<file path="src/rtl/dm_bus_master.sv">
// dm_bus_master: MEM-stage data-memory initiator; one word-aligned valid/ready + rvalid
// transaction per lw/lh/lb/sw/sh/sb. Define DM_MASTER_TIMEOUT_EN to add the REQ/RESP watchdog.
module dm_bus_master
#(
    parameter int unsigned TIMEOUT_CYCLES = 255,
    parameter int unsigned CNT_W          = 8
)
(
    input  logic        clk,
    input  logic        reset,
    input  logic        cpu_req,
    input  logic        cpu_we,
    input  logic [31:0] cpu_addr,
    input  logic [31:0] cpu_wdata,
    input  logic [2:0]  bit_type,
    input  logic        cpu_unsigned,
    output logic        stall,
    output logic        cpu_done,
    output logic [31:0] cpu_rdata,
    output logic        addr_exc,
    output logic        bus_err,
    output logic        bus_valid,
    input  logic        bus_ready,
    output logic [31:0] bus_addr,
    output logic        bus_we,
    output logic [3:0]  bus_be,
    output logic [31:0] bus_wdata,
    input  logic        bus_rvalid,
    input  logic [31:0] bus_rdata
);
    // Access-size codes, matching `bit_w / `bit_h / `bit_b of the core's macro set
    localparam logic [2:0] BIT_W = 3'd0;
    localparam logic [2:0] BIT_H = 3'd1;
    localparam logic [2:0] BIT_B = 3'd2;

    typedef enum logic [1:0] {
        S_IDLE = 2'd0,
        S_REQ  = 2'd1,
        S_RESP = 2'd2,
        S_DONE = 2'd3
    } state_t;

    state_t      state_q;
    logic [1:0]  off_q;
    logic [2:0]  size_q;
    logic        unsigned_q;
    logic        bus_valid_q;
    logic [31:0] bus_addr_q;
    logic        bus_we_q;
    logic [3:0]  bus_be_q;
    logic [31:0] bus_wdata_q;
    logic        cpu_done_q;
    logic [31:0] cpu_rdata_q;
    logic        addr_exc_q;
    logic        bus_err_q;
    logic        timeout_s;
    logic        req_bad_s;
    logic [31:0] load_s;

    function automatic logic access_bad(input logic [2:0] size, input logic [1:0] off);
        case (size)
            BIT_W:   access_bad = (off != 2'b00);
            BIT_H:   access_bad = off[0];
            BIT_B:   access_bad = 1'b0;
            default: access_bad = 1'b1;
        endcase
    endfunction

    function automatic logic [3:0] fmt_be(input logic [2:0] size, input logic [1:0] off);
        case (size)
            BIT_W:   fmt_be = 4'b1111;
            BIT_H:   fmt_be = off[1] ? 4'b1100 : 4'b0011;
            BIT_B:   fmt_be = 4'b0001 << off;
            default: fmt_be = 4'b0000;
        endcase
    endfunction

    function automatic logic [31:0] fmt_wdata(input logic [2:0] size, input logic [31:0] data);
        case (size)
            BIT_W:   fmt_wdata = data;
            BIT_H:   fmt_wdata = {2{data[15:0]}};
            BIT_B:   fmt_wdata = {4{data[7:0]}};
            default: fmt_wdata = 32'h0000_0000;
        endcase
    endfunction

    function automatic logic [31:0] extend_load(input logic [2:0] size, input logic [1:0] off,
                                                input logic uns, input logic [31:0] word);
        logic [7:0]  b;
        logic [15:0] h;
        b = 8'(word >> {off, 3'b000});
        h = 16'(word >> {off[1], 4'b0000});
        case (size)
            BIT_W:   extend_load = word;
            BIT_H:   extend_load = uns ? {16'h0000, h} : {{16{h[15]}}, h};
            BIT_B:   extend_load = uns ? {24'h00_0000, b} : {{24{b[7]}}, b};
            default: extend_load = 32'h0000_0000;
        endcase
    endfunction

    assign req_bad_s = access_bad(bit_type, cpu_addr[1:0]);
    assign load_s    = extend_load(size_q, off_q, unsigned_q, bus_rdata);

    // Reset dominates so the pipeline is released while the transaction is abandoned
    assign stall     = cpu_req & (state_q != S_DONE) & ~reset;

`ifdef DM_MASTER_TIMEOUT_EN
    logic [CNT_W-1:0] cnt_q;
    logic [CNT_W-1:0] cnt_d;
    logic             busy_s;

    assign busy_s    = (state_q == S_REQ) || (state_q == S_RESP);
    assign cnt_d     = cnt_q + CNT_W'(1);
    assign timeout_s = busy_s && (cnt_d == CNT_W'(TIMEOUT_CYCLES));

    // Watchdog: restarts in IDLE, counts every cycle spent waiting on the bus
    always_ff @(posedge clk or posedge reset) begin
        if (reset) begin
            cnt_q <= '0;
        end else if (state_q == S_IDLE) begin
            cnt_q <= '0;
        end else if (busy_s) begin
            cnt_q <= cnt_d;
        end else begin
            cnt_q <= cnt_q;
        end
    end
`else
    assign timeout_s = 1'b0;
`endif

    // Transaction FSM with registered bus and CPU-side outputs
    always_ff @(posedge clk or posedge reset) begin
        if (reset) begin
            state_q     <= S_IDLE;
            off_q       <= 2'b00;
            size_q      <= 3'b000;
            unsigned_q  <= 1'b0;
            bus_valid_q <= 1'b0;
            bus_addr_q  <= 32'h0000_0000;
            bus_we_q    <= 1'b0;
            bus_be_q    <= 4'b0000;
            bus_wdata_q <= 32'h0000_0000;
            cpu_done_q  <= 1'b0;
            cpu_rdata_q <= 32'h0000_0000;
            addr_exc_q  <= 1'b0;
            bus_err_q   <= 1'b0;
        end else begin
            case (state_q)
                S_IDLE: begin
                    if (cpu_req) begin
                        off_q       <= cpu_addr[1:0];
                        size_q      <= bit_type;
                        unsigned_q  <= cpu_unsigned;
                        bus_addr_q  <= {cpu_addr[31:2], 2'b00};
                        bus_we_q    <= cpu_we;
                        bus_be_q    <= fmt_be(bit_type, cpu_addr[1:0]);
                        bus_wdata_q <= fmt_wdata(bit_type, cpu_wdata);
                        if (req_bad_s) begin
                            state_q    <= S_DONE;
                            cpu_done_q <= 1'b1;
                            addr_exc_q <= 1'b1;
                        end else begin
                            state_q     <= S_REQ;
                            bus_valid_q <= 1'b1;
                        end
                    end
                end
                S_REQ: begin
                    if (timeout_s) begin
                        state_q     <= S_DONE;
                        bus_valid_q <= 1'b0;
                        cpu_done_q  <= 1'b1;
                        bus_err_q   <= 1'b1;
                    end else if (bus_ready) begin
                        state_q     <= S_RESP;
                        bus_valid_q <= 1'b0;
                    end
                end
                S_RESP: begin
                    if (timeout_s) begin
                        state_q    <= S_DONE;
                        cpu_done_q <= 1'b1;
                        bus_err_q  <= 1'b1;
                    end else if (bus_rvalid) begin
                        state_q     <= S_DONE;
                        cpu_done_q  <= 1'b1;
                        cpu_rdata_q <= bus_we_q ? 32'h0000_0000 : load_s;
                    end
                end
                S_DONE: begin
                    state_q     <= S_IDLE;
                    cpu_done_q  <= 1'b0;
                    cpu_rdata_q <= 32'h0000_0000;
                    addr_exc_q  <= 1'b0;
                    bus_err_q   <= 1'b0;
                end
                default: begin
                    state_q     <= S_IDLE;
                    bus_valid_q <= 1'b0;
                    cpu_done_q  <= 1'b0;
                end
            endcase
        end
    end

    assign bus_valid = bus_valid_q;
    assign bus_addr  = bus_addr_q;
    assign bus_we    = bus_we_q;
    assign bus_be    = bus_be_q;
    assign bus_wdata = bus_wdata_q;
    assign cpu_done  = cpu_done_q;
    assign cpu_rdata = cpu_rdata_q;
    assign addr_exc  = addr_exc_q;
    assign bus_err   = bus_err_q;

endmodule
</file>
<file path="config.mk">
export PLATFORM = sky130hd
export DESIGN_NAME = dm_bus_master
export DESIGN_NICKNAME = d
export VERILOG_FILES = /design/src/rtl/dm_bus_master.sv
export SDC_FILE = /design/constraint.sdc
export NUM_CORES = 1
export LEC_CHECK = 0
export CAP_MARGIN = 20
export CORE_UTILIZATION = 39
export DETAILED_ROUTE_END_ITERATION = 7
export GPL_TIMING_DRIVEN = 0
export HOLD_SLACK_MARGIN = 0.08
export PLACE_DENSITY = 0.87
export SYNTH_ARGS = -nofsm -noshare
export SYNTH_HDL_FRONTEND = slang
export SYNTH_SLANG_ARGS = --single-unit
</file>
<file path="constraint.sdc">
create_clock -name clk -period 3.23 [get_ports clk]
set_input_delay 0.4845 -clock clk [delete_from_list [all_inputs] [get_ports clk]]
set_output_delay 0.4845 -clock clk [all_outputs]
set_load 0.02 [all_outputs]
</file>
==> flow_summary.yaml <==
run_status:
  status: "complete, no violations"
clock_tree:
  cts-root-buf: "clkbuf_16"
  htree_levels: 3
  clock_path_buffers: 2
  cts_made_buffers: 9
  cts.sinks: 110
  post-cts-setup-buffers: 0
  clock_latency_ns: 0.35
  cts-resized-gates: 0
  cts.clk_slew.worst_paths_ns: 0.08
  cts_tree: "done"
  ctsHoldBuffers: 0
synthesis:
  ys.flop_type: "dfrtp_1"
  yosysWarnings: 0
  ys_seq_elements: 110
  syn_inst: 446
  ys_types: 52
  synth-edff-count: 0
  seq_area_frac_synth_pct: 53.4
  syn_area_um2: 5150
  synth-async-reset-ratio_pct: 100
  syn_area_per_cell_um2: 11.6
grt:
  grt_use_total_pct: 22.2
  grt_remaining_overflow: 0
  grt_pass1_vias: 4601
  grt_first_pass_wirelength_mm: 23.3
  grt_max_degree: 46
  antenna_found_initial: 0
pwr:
  p_int_mw: 4.26
  ir_drop_mv: 0.437
  p_switching_mw: 2.53
  swShare_pct: 37.2
  p_leak_nw: 3.32
  pwr_density_cell_nw_per_um2: 871
  pwr-share-seq_pct: 33.5
  p_total_mw: 6.79
  clockPowerShare_pct: 17.6
  combPwrFrac_pct: 48.8
flow_run:
  cap_violations: 0
route:
  ant_nets: 0
  routed_wl_mm: 15.1
  drt_first_pass_iters: 5
  drc: 0
  viasPerCell: 5.42
  drt-initial-drc-count: 266
  vias: 4572
  routedWlPerCell_um: 17.9
sta:
  fin_ws_ns: 0.805
  hold_viol: 0
  worstMarginPinSlew_ns: 0.959
  max_freq_ghz: 0.412
  rsz0062_at_grt: "no"
  final.setup_skew_ns: 0.00930
  finalCritPeriodShare_pct: 75.1
  setup_viol: 0
  holdWs_ns: 0.485
  period_minus_slack_ns: 2.43
  setup_tns_ns: 0
  slew_headroom_pct: 35.6
  finalMaxSlewViolations: 0
worst_setup_path:
  cp.required_ns: 2.75
  crit_arrival_ns: 1.94
  cp-start-kind: "flip-flop"
  worst-path-max-fanout: 4
  crit_path_end_kind: "output pin"
  crit_type: "flip-flop to output pin"
layout:
  nNetsFinal: 778
  drive_gt1_share_pct: 12.9
  post-route-util_pct: 61.1
  area_growth_pct: 51.4
  n_antenna_cell: 0
place:
  gp_congestion: 0.872
  dp_hpwl_mm: 11.7
  place_ws_ns: 0.719
  port_buffers: 206
floorplanning:
  die_y_um: 117
  die_area_um2: 13700
  rows: 41
  ioPinCount: 212
  core-area_um2: 12800
  start_util_pct: 40.3
  fp.dieW_um: 117
min_path:
  min_path_type: "flip-flop to flip-flop"
[final timing paths]
path | from | end | slack (ns) | cells past startpoint
setup / recovery | state_q[0] | stall | 0.80 | 5
hold / removal | bus_be[0] | bus_be[0] | 0.49 | 2
setup reg to reg | state_q[0] | bus_addr[18] | 0.92 | 6
hold reg to reg | bus_be[0] | bus_be[0] | 0.49 | 2
max in group asynchronous | reset | bus_addr[23] | 1.91 | 3
min in group asynchronous | reset | addr_exc | 0.65 | 2
[synthesized netlist by cell type (all sizes together), types with 2 or more instances]
cell type / count / area, µm²
nand3: 4 / 20.0
and3: 2 / 12.5
o21ai: 32 / 160
nand2: 50 / 190
mux2: 45 / 507
a21oi: 15 / 90.1
buf: 17 / 96.3
or3: 2 / 12.5
nor3: 2 / 15.0
o211ai: 7 / 52.6
clkbuf: 19 / 72.6
nand2b: 2 / 12.5
dfrtp: 110 / 2750
a31oi: 2 / 12.5
inv: 6 / 22.5
or4: 2 / 15.0
nor2b: 15 / 93.8
o21bai: 2 / 15.0
ha: 5 / 62.6
a221o: 16 / 160
a22o: 16 / 140
mux2i: 25 / 250
a22oi: 15 / 113
o221ai: 8 / 70.1
nor2: 9 / 33.8
[power groups by stage]
| stage | registers [mW] | logic [mW] | clock network (mW) |
|---|---|---|---|
| after floorplan | 2.86 | 1.20 | 0 |
| after global placement | 2.26 | 3.24 | 0 |
| after detailed placement | 2.30 | 3.33 | 0 |
| after CTS | 2.28 | 3.34 | 1.22 |
| after global routing | 2.34 | 3.56 | 1.27 |
| final | 2.28 | 3.32 | 1.20 |
[cells by family (layout without fill, tap and decap cells)]
group | count (synthesis) | in the layout | synth area share [%]
AOI/OAI and AO/OA | 121 | 121 | 17.2
muxes | 71 | 71 | 15.1
adders and majority gates | 5 | 5 | 1.21
buffers and inverters | 42 | 266 | 3.72
DFF | 110 | 110 | 53.4
and+or+nand+nor | 95 | 95 | 9.06
xor gates and xnor gates | 1 | 1 | 0.170
other | 1 | 3 | 0.0728
[critical path, cell delays in order, from the launching register on]
cell and delay (ns):
dfrtp_1 0.42, ha_1 0.26, inv_1 0.10, nand2_1 0.09, nor2_1 0.10, clkdlybuf4s50_1 0.61
[cell type report]
cell class	instances	area [µm²]
timing repair buffer	208	2100
tap	172	215
clock buffer	9	225
inverter	6	26.3
fill	1021	4970
clock inverter	7	96.3
multi-input combinational	296	2220
buffer	36	169
sequential	110	2750
[state kept, by name, summed over array words and instances, names as in the netlist, 2 cells and up]
signal	cells
bus_addr	30
bus_be	4
bus_wdata	32
cpu_rdata	32
off_q	2
size_q	3
state_q	2
[metal layers]
layer  share of wire (%)  vias to the layer above  GRT usage (%)  wire length, µm
met5                   0                        -              0                0
met4                 2.5                        0           9.28              374
met3                 6.7                       30           4.69             1020
met2                  49                      209           38.4             7490
met1                  41                     2249           27.0             6250
li1                    -                     2084              -                -
[placed cells by master (no fill, tap or decap), drive strengths merged, types with 5 or more instances in the layout]
cell type      count
a21oi             15
o21ai             32
dfrtp            110
o211ai             7
nor2               9
nand2             50
mux2i             25
ha                 5
inv                6
a221o             16
clkbuf            28
nor2b             15
o221ai             8
mux2              45
a22o              16
buf               19
clkdlybuf4s50    206
a22oi             15
[metrics by stage]
step,cell area [µm²],instances
floorplan,5160,448
global placement,7440,826
detailed placement,7480,828
CTS,7800,844
global route,7800,844
finish,7800,844
No activity file was read; power rests on OpenSTA's default activity.
